**src/rtl/dma_pkg.sv**
```systemverilog
// Shared types and AXI constants for the DMA burst engine.
// Pure definitions: no latency, no flow control.
package dma_pkg;

  typedef enum logic [2:0] {
    ST_IDLE,
    ST_AR,
    ST_R,
    ST_AW,
    ST_W,
    ST_B,
    ST_DONE
  } dma_st_e;

  localparam logic [1:0] AXI_BURST_INCR = 2'b01;
  localparam logic [2:0] AXI_SIZE_4B    = 3'b010;
  localparam logic [1:0] AXI_RESP_OKAY  = 2'b00;
  localparam int         BOUNDARY_4K    = 4096;

  // Word-aligned offset in, number of 32-bit words left before the next 4KB page (1..1024).
  function automatic logic [10:0] words_to_4k(input logic [11:0] addr);
    return 11'((13'(BOUNDARY_4K) - {1'b0, addr}) >> 2);
  endfunction

endpackage

```
**src/rtl/dma_buf_fifo.sv**
```systemverilog
// Burst staging buffer: synchronous FIFO with registered storage, show-ahead read.
// Zero-latency dout of head entry; push ignored when full, pop ignored when empty.
module dma_buf_fifo #(
  parameter int DEPTH  = 16,
  parameter int DATA_W = 32
) (
  input  logic              clk,
  input  logic              rst_n,
  input  logic              push_i,
  input  logic              pop_i,
  input  logic [DATA_W-1:0] din_i,
  output logic [DATA_W-1:0] dout_o,
  output logic              empty_o,
  output logic              full_o
);

  localparam int PTR_W = (DEPTH > 1) ? $clog2(DEPTH) : 1;
  localparam int CNT_W = $clog2(DEPTH + 1);

  logic [DATA_W-1:0] r_mem [DEPTH];
  logic [PTR_W-1:0]  r_wr_ptr;
  logic [PTR_W-1:0]  r_rd_ptr;
  logic [CNT_W-1:0]  r_cnt;
  logic              w_push;
  logic              w_pop;

  function automatic logic [PTR_W-1:0] nxt_ptr(input logic [PTR_W-1:0] p);
    return (p == PTR_W'(DEPTH - 1)) ? '0 : p + PTR_W'(1);
  endfunction

  assign w_push  = push_i && !full_o;
  assign w_pop   = pop_i && !empty_o;
  assign empty_o = (r_cnt == '0);
  assign full_o  = (r_cnt == CNT_W'(DEPTH));
  assign dout_o  = r_mem[r_rd_ptr];

  always_ff @(posedge clk or negedge rst_n) begin
    if (!rst_n) begin
      for (int i = 0; i < DEPTH; i++) r_mem[i] <= '0;
      r_wr_ptr <= '0;
      r_rd_ptr <= '0;
      r_cnt    <= '0;
    end else begin
      if (w_push) begin
        r_mem[r_wr_ptr] <= din_i;
        r_wr_ptr        <= nxt_ptr(r_wr_ptr);
      end
      if (w_pop) r_rd_ptr <= nxt_ptr(r_rd_ptr);
      if (w_push && !w_pop)      r_cnt <= r_cnt + CNT_W'(1);
      else if (!w_push && w_pop) r_cnt <= r_cnt - CNT_W'(1);
    end
  end

endmodule

```
**src/rtl/dma_burst_ctrl.sv**
```systemverilog
// AXI4 master DMA engine: copies data_qty_i words src->dst as read-then-write INCR bursts.
// Start to arvalid 1 cycle, last bvalid to dma_fin_o 1 cycle; one channel active at a time, waits on each handshake.
module dma_burst_ctrl
  import dma_pkg::*;
#(
  parameter int              ADDR_W    = 32,
  parameter int              DATA_W    = 32,
  parameter int              ID_W      = 4,
  parameter int              BURST_MAX = 16,
  parameter logic [ID_W-1:0] MST_ID    = '0
) (
  input  logic                clk,
  input  logic                rst_n,
  input  logic                start_i,
  input  logic [ADDR_W-1:0]   src_addr_i,
  input  logic [ADDR_W-1:0]   dst_addr_i,
  input  logic [DATA_W-1:0]   data_qty_i,
  output logic                busy_o,
  output logic                dma_fin_o,
  output logic                err_o,
  output logic [ID_W-1:0]     m_arid_o,
  output logic [ADDR_W-1:0]   m_araddr_o,
  output logic [7:0]          m_arlen_o,
  output logic [2:0]          m_arsize_o,
  output logic [1:0]          m_arburst_o,
  output logic                m_arvalid_o,
  input  logic                m_arready_i,
  input  logic [ID_W-1:0]     m_rid_i,
  input  logic [DATA_W-1:0]   m_rdata_i,
  input  logic [1:0]          m_rresp_i,
  input  logic                m_rlast_i,
  input  logic                m_rvalid_i,
  output logic                m_rready_o,
  output logic [ID_W-1:0]     m_awid_o,
  output logic [ADDR_W-1:0]   m_awaddr_o,
  output logic [7:0]          m_awlen_o,
  output logic [2:0]          m_awsize_o,
  output logic [1:0]          m_awburst_o,
  output logic                m_awvalid_o,
  input  logic                m_awready_i,
  output logic [DATA_W-1:0]   m_wdata_o,
  output logic [DATA_W/8-1:0] m_wstrb_o,
  output logic                m_wlast_o,
  output logic                m_wvalid_o,
  input  logic                m_wready_i,
  input  logic [ID_W-1:0]     m_bid_i,
  input  logic [1:0]          m_bresp_i,
  input  logic                m_bvalid_i,
  output logic                m_bready_o
);

  localparam int BLEN_W = $clog2(BURST_MAX + 1);

  dma_st_e             r_state;
  dma_st_e             w_nxt_state;
  logic [ADDR_W-1:0]   r_src;
  logic [ADDR_W-1:0]   r_dst;
  logic [DATA_W-1:0]   r_rem;
  logic [BLEN_W-1:0]   r_blen;
  logic [BLEN_W-1:0]   r_beat;
  logic                r_err;

  logic [BLEN_W-1:0]   w_blen;
  logic [10:0]         w_cap;
  logic [ADDR_W-1:0]   w_blen_src;
  logic [ADDR_W-1:0]   w_blen_dst;
  logic [DATA_W-1:0]   w_blen_rem;
  logic [ADDR_W-1:0]   w_src_al;
  logic [ADDR_W-1:0]   w_dst_al;
  logic [ADDR_W-1:0]   w_step;
  logic [ADDR_W-1:0]   w_src_nxt;
  logic [ADDR_W-1:0]   w_dst_nxt;
  logic [DATA_W-1:0]   w_rem_nxt;
  logic                w_err_nxt;
  logic                w_r_hs;
  logic                w_r_bad;
  logic                w_wlast;
  logic [DATA_W-1:0]   w_fifo_dout;
  logic                w_fifo_empty;
  logic                w_fifo_full;
  logic                w_unused;

  assign w_unused  = ^{m_rid_i, m_bid_i, src_addr_i[1:0], dst_addr_i[1:0], w_fifo_empty, w_fifo_full};
  assign w_src_al  = {src_addr_i[ADDR_W-1:2], 2'b00};
  assign w_dst_al  = {dst_addr_i[ADDR_W-1:2], 2'b00};
  assign w_step    = ADDR_W'({r_blen, 2'b00});
  assign w_src_nxt = r_src + w_step;
  assign w_dst_nxt = r_dst + w_step;
  assign w_rem_nxt = r_rem - DATA_W'(r_blen);
  assign w_err_nxt = r_err | (m_bresp_i != AXI_RESP_OKAY);
  assign w_r_hs    = (r_state == ST_R) && m_rvalid_i;
  assign w_wlast   = (r_beat == r_blen - BLEN_W'(1));
  // An overlong burst (no rlast by beat blen) is flagged just like a short one.
  assign w_r_bad   = m_rlast_i ? (r_beat != r_blen - BLEN_W'(1)) : (r_beat >= r_blen - BLEN_W'(1));

  // Burst length for the burst about to start: taken from the inputs in IDLE, from post-B values in B.
  always_comb begin
    w_blen_src = r_src;
    w_blen_dst = r_dst;
    w_blen_rem = r_rem;
    if (r_state == ST_IDLE) begin
      w_blen_src = w_src_al;
      w_blen_dst = w_dst_al;
      w_blen_rem = data_qty_i;
    end else if (r_state == ST_B) begin
      w_blen_src = w_src_nxt;
      w_blen_dst = w_dst_nxt;
      w_blen_rem = w_rem_nxt;
    end
    w_cap = 11'(BURST_MAX);
    if (words_to_4k(w_blen_src[11:0]) < w_cap) w_cap = words_to_4k(w_blen_src[11:0]);
    if (words_to_4k(w_blen_dst[11:0]) < w_cap) w_cap = words_to_4k(w_blen_dst[11:0]);
    if (w_blen_rem < DATA_W'(w_cap)) w_blen = BLEN_W'(w_blen_rem);
    else                             w_blen = BLEN_W'(w_cap);
  end

  always_ff @(posedge clk or negedge rst_n) begin
    if (!rst_n) r_state <= ST_IDLE;
    else        r_state <= w_nxt_state;
  end

  always_comb begin
    w_nxt_state = r_state;
    m_arvalid_o = 1'b0;
    m_rready_o  = 1'b0;
    m_awvalid_o = 1'b0;
    m_wvalid_o  = 1'b0;
    m_bready_o  = 1'b0;
    dma_fin_o   = 1'b0;
    busy_o      = 1'b1;
    case (r_state)
      ST_IDLE: begin
        busy_o = 1'b0;
        if (start_i) w_nxt_state = (data_qty_i == '0) ? ST_DONE : ST_AR;
      end
      ST_AR: begin
        m_arvalid_o = 1'b1;
        if (m_arready_i) w_nxt_state = ST_R;
      end
      ST_R: begin
        m_rready_o = 1'b1;
        if (m_rvalid_i && m_rlast_i) w_nxt_state = ST_AW;
      end
      ST_AW: begin
        m_awvalid_o = 1'b1;
        if (m_awready_i) w_nxt_state = ST_W;
      end
      ST_W: begin
        m_wvalid_o = 1'b1;
        if (m_wready_i && w_wlast) w_nxt_state = ST_B;
      end
      ST_B: begin
        m_bready_o = 1'b1;
        if (m_bvalid_i) w_nxt_state = ((w_rem_nxt == '0) || w_err_nxt) ? ST_DONE : ST_AR;
      end
      ST_DONE: begin
        dma_fin_o   = 1'b1;
        w_nxt_state = ST_IDLE;
      end
      default: w_nxt_state = ST_IDLE;
    endcase
  end

  always_ff @(posedge clk or negedge rst_n) begin
    if (!rst_n) begin
      r_src  <= '0;
      r_dst  <= '0;
      r_rem  <= '0;
      r_blen <= '0;
      r_beat <= '0;
      r_err  <= 1'b0;
    end else begin
      if (r_state == ST_IDLE && start_i) begin
        r_src  <= w_src_al;
        r_dst  <= w_dst_al;
        r_rem  <= data_qty_i;
        r_blen <= w_blen;
        r_beat <= '0;
        r_err  <= 1'b0;
      end
      if (w_r_hs) begin
        if (m_rlast_i)             r_beat <= '0;
        else if (r_beat != r_blen) r_beat <= r_beat + BLEN_W'(1);
        if ((m_rresp_i != AXI_RESP_OKAY) || w_r_bad) r_err <= 1'b1;
      end
      if (r_state == ST_W && m_wready_i) r_beat <= w_wlast ? '0 : r_beat + BLEN_W'(1);
      if (r_state == ST_B && m_bvalid_i) begin
        r_rem <= w_rem_nxt;
        r_src <= w_src_nxt;
        r_dst <= w_dst_nxt;
        r_err <= w_err_nxt;
        if (w_nxt_state == ST_AR) r_blen <= w_blen;
      end
    end
  end

  dma_buf_fifo #(
    .DEPTH  (BURST_MAX),
    .DATA_W (DATA_W)
  ) u_buf (
    .clk     (clk),
    .rst_n   (rst_n),
    .push_i  (w_r_hs && (r_beat < r_blen)),
    .pop_i   (r_state == ST_W && m_wready_i),
    .din_i   (m_rdata_i),
    .dout_o  (w_fifo_dout),
    .empty_o (w_fifo_empty),
    .full_o  (w_fifo_full)
  );

  assign err_o       = r_err;
  assign m_arid_o    = MST_ID;
  assign m_araddr_o  = r_src;
  assign m_arlen_o   = 8'(r_blen - BLEN_W'(1));
  assign m_arsize_o  = AXI_SIZE_4B;
  assign m_arburst_o = AXI_BURST_INCR;
  assign m_awid_o    = MST_ID;
  assign m_awaddr_o  = r_dst;
  assign m_awlen_o   = 8'(r_blen - BLEN_W'(1));
  assign m_awsize_o  = AXI_SIZE_4B;
  assign m_awburst_o = AXI_BURST_INCR;
  assign m_wdata_o   = w_fifo_dout;
  assign m_wstrb_o   = '1;
  assign m_wlast_o   = w_wlast;

endmodule

```
**config.mk**
```make
export PLATFORM = sky130hd
export DESIGN_NAME = dma_burst_ctrl
export DESIGN_NICKNAME = d
export VERILOG_FILES = /design/src/rtl/dma_pkg.sv /design/src/rtl/dma_buf_fifo.sv /design/src/rtl/dma_burst_ctrl.sv
export SDC_FILE = /design/constraint.sdc
export NUM_CORES = 1
export LEC_CHECK = 0
export CAP_MARGIN = 25
export CORE_MARGIN = 5
export CORE_UTILIZATION = 60
export CTS_BUF_LIST = sky130_fd_sc_hd__clkbuf_2 sky130_fd_sc_hd__clkbuf_4 sky130_fd_sc_hd__clkbuf_8
export CTS_CLUSTER_DIAMETER = 60
export DETAILED_ROUTE_END_ITERATION = 12
export PLACE_DENSITY_LB_ADDON = 0.2
export SETUP_SLACK_MARGIN = 0.1
export SYNTH_ARGS = -nofsm -noshare
export SYNTH_HDL_FRONTEND = slang
export SYNTH_SLANG_ARGS = --single-unit
export TNS_END_PERCENT = 20
```
**constraint.sdc**
```tcl
create_clock -name clk -period 13 [get_ports clk]
set_input_delay 2.6 -clock clk [delete_from_list [all_inputs] [get_ports clk]]
set_output_delay 2.6 -clock clk [all_outputs]
set_load 0.005 [all_outputs]
```
# After elaboration in Yosys (flattened, before gate mapping)
# Cells that the tools add are included.
[totals]
elab_cells = 143
out_inout_bits = 143
ff_bits = 635
in_bits = 149
[op_classes]
muxes = 55
n_lt_le_gt_ge = 8
reduce_logical = 26
bitwise = 3
n_eq_ne = 13
n_addsub = 12
[op_table]
columns = ["cell", "n"]
rows = [
  ["$bwmux 512", 1],
  ["$mux 32", 11],
  ["$bmux 32 s4", 1],
  ["$demux 32 s4", 1],
  ["$add 32x7->32", 2],
  ["$logic_not 32->1", 2],
  ["$mux 5", 12],
  ["$mux 12", 4],
  ["$lt 32x11->1", 1],
  ["$sub 32x5->32", 1],
  ["$sub 13x12->13 const A", 2],
  ["$mux 3", 8],
  ["$mux 11", 2],
  ["$pmux 3 s6", 1],
  ["$logic_and 1x1->1", 12],
  ["$mux 1", 12],
  ["$lt 11x11->1", 1],
  ["$lt 11x5->1 const B", 1],
  ["$add 5x1->5 const B", 2],
  ["$ge 5x5->1 const B", 2],
  ["$ne 5x5->1", 2],
  ["$not 4->5", 2],
  ["$sub 5x1->5 const B", 2],
  ["$eq 3x3->1 const B", 3],
  ["17 further kinds", 29],
]

# Depth between registers and ports, before layout
# Gate-level depths: netlist of the first run.
[depth]
word_depth = 13
depth_mapped = 31
depth_no_buf = 30

# Cells and area by module
# From an unflattened synthesis of the first run, not the netlist that was laid out.
[hier_totals]
cells_unflattened = 2682
hier_area_um2 = 33988.8
[by_module_without_submodules]
columns = ["mod", "cells_each", "n_inst", "seq_area_each_um2", "area_each_um2"]
rows = [
  ["dma_buf_fifo", 1485, 1, 13137.6, 24766.3],
  ["dma_burst_ctrl", 1197, 1, 2652.5, 9222.6],
]

# Least setup slack after synthesis of the first run
# No wires, ideal clock.
[synth_path]
kind = "input -> register"
start = "input src_addr_i[2]"
end = "register r_blen[1]"
t_arrival_ns = 7.288
setup_slack_ns = 5.582
n_path_buf = 1
path_stages = 26
t_required_ns = 12.869
setup_ns = 0.131
cell_sequence = "and2_1 -> a221o_1 -> inv_1 -> ha_1 -> inv_1 -> nor4_1 -> nor3_1 -> o2111ai_1 -> inv_1 -> ha_1 -> a21oi_1 -> o21ai_0 -> o21ai_0 -> nor4bb_1 -> o2111ai_1 -> nand2_1 -> clkbuf_1 -> a22oi_1 -> ha_1 -> nand4_1 -> nor3_1 -> nand3_1 -> and4_1 -> o21a_2 -> a222oi_1 -> o31ai_1"
[synth_via]
elab_chain_len = 11
[synth_lines]
columns = ["element", "line_no", "rtl"]
rows = [
  ["start, declared", "dma_burst_ctrl.sv:15", "input logic [ADDR_W-1:0] src_addr_i,"],
  ["$mux 12 (*)", "dma_burst_ctrl.sv:101", "if (r_state == ST_IDLE) begin"],
  ["$sub 13x12->13 (*)", "dma_pkg.sv:22", "return 11'((13'(BOUNDARY_4K) - {1'b0, addr}) >> 2);"],
  ["$lt 11x5->1", "dma_burst_ctrl.sv:111", "if (words_to_4k(w_blen_src[11:0]) < w_cap) w_cap = words_to_4k(w_blen_src[11:0]);"],
  ["$mux 11 (*)", "dma_burst_ctrl.sv:111", ""],
  ["$lt 11x11->1", "dma_burst_ctrl.sv:112", "if (words_to_4k(w_blen_dst[11:0]) < w_cap) w_cap = words_to_4k(w_blen_dst[11:0]);"],
  ["$mux 11 (*)", "dma_burst_ctrl.sv:112", ""],
  ["$lt 32x11->1", "dma_burst_ctrl.sv:113", "if (w_blen_rem < DATA_W'(w_cap)) w_blen = BLEN_W'(w_blen_rem);"],
  ["$mux 5 (*)", "dma_burst_ctrl.sv:113", ""],
  ["$mux 5", "dma_burst_ctrl.sv:173", "if (r_state == ST_IDLE && start_i) begin"],
  ["$mux 5", "dma_burst_ctrl.sv:192", "if (w_nxt_state == ST_AR) r_blen <= w_blen;"],
  ["$mux 5 (*)", "dma_burst_ctrl.sv:187", "if (r_state == ST_B && m_bvalid_i) begin"],
  ["end signal, assigned", "dma_burst_ctrl.sv:177", "r_blen <= w_blen;"],
  ["end signal, assigned", "dma_burst_ctrl.sv:192", ""],
  ["end, declared", "dma_burst_ctrl.sv:59", "logic [BLEN_W-1:0] r_blen;"],
]
# Mark *: on every way between the ends. The rest lies on a longest branch, timed or not.
# A chain may end at the register's enable or synchronous reset.

# Worst setup path in the final report of the first run
[layout_path]
start = "input src_addr_i[2]"
end = "register r_blen[2]"
# Same word-level chain as after synthesis.

==> impl_metrics.yaml, run 1 <==
global_routing:
  grt_max_degree: 164
  antenna_found_initial: 6
  grt_pass1_wl_mm: 140
  track_usage: 0.297
  grt_pass1_vias: 24499
  grt_overflow_total: 0
sta:
  setup_viol_count_final: 0
  slew_violations: 0
  post-route-period-util: 0.630
  skew_ns: 0.0530
  worst_slack_ns: 4.81
  min_period_ns: 8.19
  finalHoldViolCount: 0
  rsz0062_at_grt: "false"
  tightest_slew_ns: 1.04
  fmax_ghz: 0.122
  fin_setup_tns_ns: 0
  maxSlewHeadroom: 0.302
floorplanning:
  die_w_um: 243
  die_area_mm2: 0.0593
  fp-row-count: 85
  initial_core_util: 0.606
  ios: 292
  die_h_um: 243
  core_area_mm2: 0.0539
finish:
  area_delta_synth_final_pct: 15.8
  fillers: 3747
  drive_above_1_share: 0.331
  finalNetCount: 3006
  instances_no_fill: 3565
  finalInstanceArea_mm2: 0.0379
cts:
  postCtsHoldBufs: 0
  cts_setup_buffers: 0
  worstSkewPairLatency_ns: 0.72
  cts_buffers: 100
  cts_max_level: 3
  path_clk_slew_ns: 0.07
  cts_tree: "done"
  cts_buffer_depth: 3
  clock-root-buffer: "clkbuf_8"
  cts_sinks: 631
  post_cts_resized: 0
detailed_routing:
  dr.first_iter.drc_count: 1791
  detail-route-antenna-nets: 0
  vias_per_cell: 6.52
  drc: 0
  drt_wl_total_mm: 87.9
  vias: 23238
  firstDrtPassIters: 6
  wl_per_cell_um: 24.7
logic_synthesis:
  avgSynthCellArea_um2: 12.7
  mappedNetlistArea_mm2: 0.0327
  synth.top_cells.by_area: "dfrtp_1 48%, mux2_2 18%, mux4_2 11%"
  syn-instance-count: 2583
  synth-xor-area-share: 0.00830
  yosys.area_share.simple: 0.0798
  synthArstFlopShare: 1.00
  synth_top_area_frac: 0.483
  synth-seq-area-share: 0.483
  yosysUniqueCellTypes: 82
  synth_mux_area_frac: 0.288
  ys.flop_type: "dfrtp_1"
  synth_edf_count: 0
  yosys_warnings: 0
  synthAdderAreaFrac: 0.0254
  synth_compound_area_frac: 0.0815
  ys_ff_latch: 631
  synth_top_family_by_area: "multiplexers"
  yosysTopAreaCell: "dfrtp_1"
pwr:
  cellPowerDensity_mw_per_mm2: 215
  p_leak_nw: 17.2
  ir_worst_vdd_uv: 312
placement:
  hpwl_mm: 56.3
  gp_congestion: 0.943
  post-place-cells: 3386
  dpl-instance-area_mm2: 0.0357
  post-place-ws_ns: 4.19
  io_buffers: 253
setup_path:
  path_class: "in2reg"
  cp-start-kind: "input port"
  endpoint_kind: "flip-flop"
  worst_ep_required_time_ns: 13.54
  crit_fanout: 12
  arrival_ns: 8.73
hold_path:
  hp-class: "reg2reg"
job:
  max_cap_violations: 0
status:
  outcome: "completed"
==> layer usage <==
layer / vias to the layer above / global-route usage / wire length, um
li1: 10119 / - / -
met5: - / 0 / 24
met1: 12016 / 0.400 / 35400
met4: 4 / 0.100 / 2870
met2: 893 / 0.486 / 43100
met3: 206 / 0.0655 / 6490
==> kinds of logic (layout without fill, tap and decap cells) <==
logic type                 Yosys count  count (layout)
xor gates and xnor gates            31              31
DFF                                631             631
muxes                              676             676
buffers and inverters              258             506
AOI/OAI and AO/OA                  383             383
and+or+nand+nor                    538             538
other                                2              40
adders and majority gates           64              64
==> flip-flops by register name (all words and copies together), names as in the netlist <==
signal          flops
r_rem              32
m_araddr_o         30
u_buf.r_wr_ptr      4
u_buf.r_mem       512
r_beat              5
r_state             3
err_o               1
r_blen              5
u_buf.r_cnt         5
m_awaddr_o         30
u_buf.r_rd_ptr      4
==> worst max-delay path, cell delays in order <==
cell,delay (ns)
clkdlybuf4s50_1,0.42
and2_1,0.14
a221o_1,0.32
inv_1,0.12
ha_1,0.16
inv_1,0.06
nor4_1,0.36
nor3_1,0.11
o2111ai_1,0.44
inv_1,0.20
ha_1,0.33
a21oi_1,0.13
o21ai_0,0.09
o21ai_0,0.40
nor4bb_1,0.34
o2111ai_1,0.15
nand2_1,0.33
nand2_1,0.11
ha_1,0.32
nand4_1,0.13
nor3_1,0.37
nand3_1,0.12
and4_1,0.23
o21a_2,0.15
a222oi_1,0.43
o31ai_1,0.14
==> final cells by class <==
class	instances	area (um^2)	share of cell area
sequential	631	15800	0.417
timing repair buffer	294	2910	0.0769
inverter	38	143	0.00377
clock buffer	157	1990	0.0524
multi-input combinational	1728	16000	0.423
clock inverter	17	125	0.00330
antenna	4	10.0	0.000264
tap	696	871	0.0230
==> cell usage after synthesis (all sizes together), types with 5 or more instances <==
cell	count
a211oi	34
a21o	13
a21oi	86
a221o	14
a222oi	5
a22oi	13
a311oi	25
a31oi	12
and2	14
and3	28
and4	5
buf	107
clkbuf	113
dfrtp	631
ha	60
inv	37
mux2	514
mux4	160
nand2	130
nand2b	5
nand3	44
nand4	19
nand4b	5
nor2	158
nor2b	10
nor3	51
nor3b	6
nor4	25
o2111ai	8
o211ai	12
o21a	6
o21ai	72
o221a	11
o22ai	12
o31ai	9
o32ai	7
or2	10
or3	7
or4	9
xnor2	19
xor2	12
==> layout by cell type, fill, tap and decap left out, types with 9 or more instances in the layout <==
cell / instances
dfrtp_1: 627
mux2_2: 514
clkdlybuf4s50_1: 252
mux4_2: 160
nor2_1: 155
clkbuf_8: 129
nand2_1: 118
a21oi_1: 86
o21ai_0: 69
ha_1: 60
nor3_1: 50
nand3_1: 40
inv_1: 37
buf_4: 37
conb_1: 36
a211oi_1: 34
and3_1: 28
clkbuf_4: 28
nor4_1: 25
a311oi_1: 25
xnor2_1: 19
nand4_1: 19
a221o_1: 14
a21o_1: 13
and2_1: 13
a22oi_1: 13
clkinv_2: 13
xor2_1: 12
o211ai_1: 12
a31oi_1: 12
o22ai_1: 12
nand2_2: 12
o221a_2: 11
nor2b_1: 10
or2_2: 9
o31ai_1: 9
==> final timing paths <==
kind                           startpoint           endpoint  slack (ns)  cells past startpoint
hold / removal             m_araddr_o[31]     m_araddr_o[31]        0.49                      1
hold reg to reg            m_araddr_o[31]     m_araddr_o[31]        0.49                      1
setup / recovery            src_addr_i[2]          r_blen[2]        4.81                     26
min in group asynchronous           rst_n   u_buf.r_mem[133]        1.98                      1
max in group asynchronous           rst_n  u_buf.r_rd_ptr[0]        8.79                      3
setup reg to reg               r_state[2]          r_blen[2]        5.13                     25
==> report_power, final <==
| part | internal [mW] | switching [mW] | leakage [nW] |
|---|---|---|---|
| registers | 2.46 | 0.513 | 8.37 |
| clock network | 0.986 | 0.778 | 1.13 |
| logic | 1.72 | 1.70 | 7.73 |
==> stage by stage <==
stage          utilization  total power, mW  hold WS (ns)
6_report             0.702             8.15         0.495
5_1_grt              0.702             8.66         0.510
4_1_cts              0.702             8.17         0.497
3_5_place_dp         0.662             6.38         0.486
3_3_place_gp         0.662             6.24         0.469
2_1_floorplan            -             5.12         0.472
Power figures use the tool's default switching activity.
==> run 2, diff against run 1 <==
==> constraint.sdc (replaced) <==
create_clock -name clk -period 7.61 [get_ports clk]
set_input_delay 1.522 -clock clk [delete_from_list [all_inputs] [get_ports clk]]
set_output_delay 1.522 -clock clk [all_outputs]
set_load 0.005 [all_outputs]
==> impl_metrics.yaml, run 2 (same netlist as run 1, synthesis figures left out) <==
hold_path:
  hp-class: "reg2reg"
global_routing:
  grt_pass1_wl_mm: 142
  track_usage: 0.300
  grt_pass1_vias: 24696
  antenna_found_initial: 7
  grt_max_degree: 176
  grt_overflow_total: 0
sta:
  post-route-period-util: 0.899
  tightest_slew_ns: 1.05
  finalHoldViolCount: 0
  skew_ns: 0.0293
  setup_viol_count_final: 0
  maxSlewHeadroom: 0.297
  min_period_ns: 6.84
  fmax_ghz: 0.146
  fin_setup_tns_ns: 0
  slew_violations: 0
  rsz0062_at_grt: "false"
finish:
  finalNetCount: 3017
  layout_commonest_cell: "dfrtp_1"
  final_cell_mix: "627 x dfrtp_1, 514 x mux2_2, 252 x clkdlybuf4s50_1"
  reg.largest.list: "u_buf.r_mem x512, r_rem x32"
  drive_above_1_share: 0.337
  largest-register: "u_buf.r_mem"
  instances_no_fill: 3588
  fillers: 3679
  register_area_mm2: 0.0158
  largest_register_ffs: 512
  multi_input_area_mm2: 0.0160
  area_delta_synth_final_pct: 16.7
cts:
  path_clk_slew_ns: 0.06
  cts_buffer_depth: 3
  cts_max_level: 3
  cts_buffers: 103
  cts_setup_buffers: 0
  worstSkewPairLatency_ns: 0.71
  postCtsHoldBufs: 0
  cts_sinks: 631
  cts_tree: "done"
  clock-root-buffer: "clkbuf_8"
status:
  outcome: "completed"
setup_path:
  crit_fanout: 12
  endpoint_kind: "flip-flop"
  ff2ff_setup_slack_ns: 0.77
  worst_ep_required_time_ns: 8.19
  max_stage_delay_ns: 0.53
  r2r_cells: 25
  crit_top_cell: "ha_1"
  crit_path_top_delay_cell: "dfrtp_1"
  critPathCapture: "r_blen[0]"
  startpoint: "r_blen[0]"
  cp-start-kind: "flip-flop"
  rr_startpoint: "r_blen[0]"
  arrival_ns: 7.43
  r2r-end: "r_blen[0]"
  path_class: "reg2reg"
floorplanning:
  die_area_mm2: 0.0593
  core_area_mm2: 0.0539
  initial_core_util: 0.606
  fp-row-count: 85
  die_h_um: 243
  die_w_um: 243
  ios: 292
pwr:
  clock_power_share: 0.226
  p_sw_frac: 0.364
  p_sw_mw: 5.17
  p_leak_nw: 17.4
  cellPowerDensity_mw_per_mm2: 372
  ir_worst_vdd_uv: 359
  sequentialPowerShare: 0.353
  power.internal_mw: 9.02
  p_comb_frac: 0.421
detailed_routing:
  drt_wl_total_mm: 88.9
  dr.first_iter.drc_count: 1886
  detail-route-antenna-nets: 0
  wl_per_cell_um: 24.8
  drc: 0
  firstDrtPassIters: 7
  vias: 23312
  vias_per_cell: 6.50
placement:
  post-place-cells: 3394
  gp_congestion: 0.942
  hpwl_mm: 56.9
  io_buffers: 253
job:
  max_cap_violations: 0
[run 2: critical path: cells and delay by family, from the launching register on]
family | cells | cell delay (ns)
flip-flops | 1 | 0.53
adder cells (fa/ha/maj) | 4 | 1.38
buffers and inverters | 1 | 0.17
AO/OA/AOI/OAI | 14 | 3.25
AND/OR/NAND/NOR | 6 | 1.40
[run 2: cell type report]
| type | instances | share of cell area |
|---|---|---|
| Tap cell | 696 | 0.0228 |
| Sequential cell | 631 | 0.414 |
| Antenna cell | 3 | 0.000197 |
| Clock inverter | 16 | 0.00416 |
| Inverter | 38 | 0.00374 |
| Multi-Input combinational cell | 1728 | 0.420 |
| Clock buffer | 174 | 0.0562 |
| Timing Repair Buffer | 302 | 0.0787 |
[run 2: power by group through the flow]
stage	sequential, mW	combinational, mW	clock [mW]
2_1_floorplan	4.69	4.05	0
3_3_place_gp	5.05	5.66	0
3_5_place_dp	5.04	5.92	0
4_1_cts	4.99	5.95	3.26
5_1_grt	5.13	6.50	3.43
6_report	5.02	5.97	3.21
[run 2: worst min path at each step]
stage	depth (start not counted)	end	from	slack, ns
after floorplan	1	m_araddr_o[31]	m_araddr_o[31]	0.47
after global placement	1	m_araddr_o[31]	m_araddr_o[31]	0.47
after detailed placement	1	m_araddr_o[31]	m_araddr_o[31]	0.48
after CTS	1	m_araddr_o[31]	m_araddr_o[31]	0.49
after global routing	1	u_buf.r_mem[49]	u_buf.r_mem[49]	0.51
final	1	m_araddr_o[31]	m_araddr_o[31]	0.49
[run 2: what timing repair did]
| action | in CTS | in global routing |
|---|---|---|
| hold endpoints to repair | 0 | 0 |
| setup endpoints to repair | 0 | 5 |
| resized for setup | 0 | 3 |
[run 2: per-layer routing]
metal / global-route usage / part of all wire / up-vias
met5: 0 / 0.00047 / -
met4: 0.0976 / 0.032 / 8
met3: 0.0690 / 0.072 / 208
met2: 0.494 / 0.49 / 888
met1: 0.401 / 0.41 / 12052
li1: - / - / 10156
[run 2: through the flow]
stage / util / area (um^2) / worst slack [ns] / hold slack (ns) / power (mW)
after floorplan: - / 32800 / 1.27 / 0.472 / 8.74
after global routing: 0.708 / 38200 / 0.176 / 0.507 / 15.1
after CTS: 0.707 / 38100 / 0.621 / 0.494 / 14.2
after detailed placement: 0.664 / 35800 / 0.0469 / 0.484 / 11.0
after global placement: 0.663 / 35800 / 0.178 / 0.470 / 10.7
final: 0.708 / 38200 / 0.766 / 0.491 / 14.2
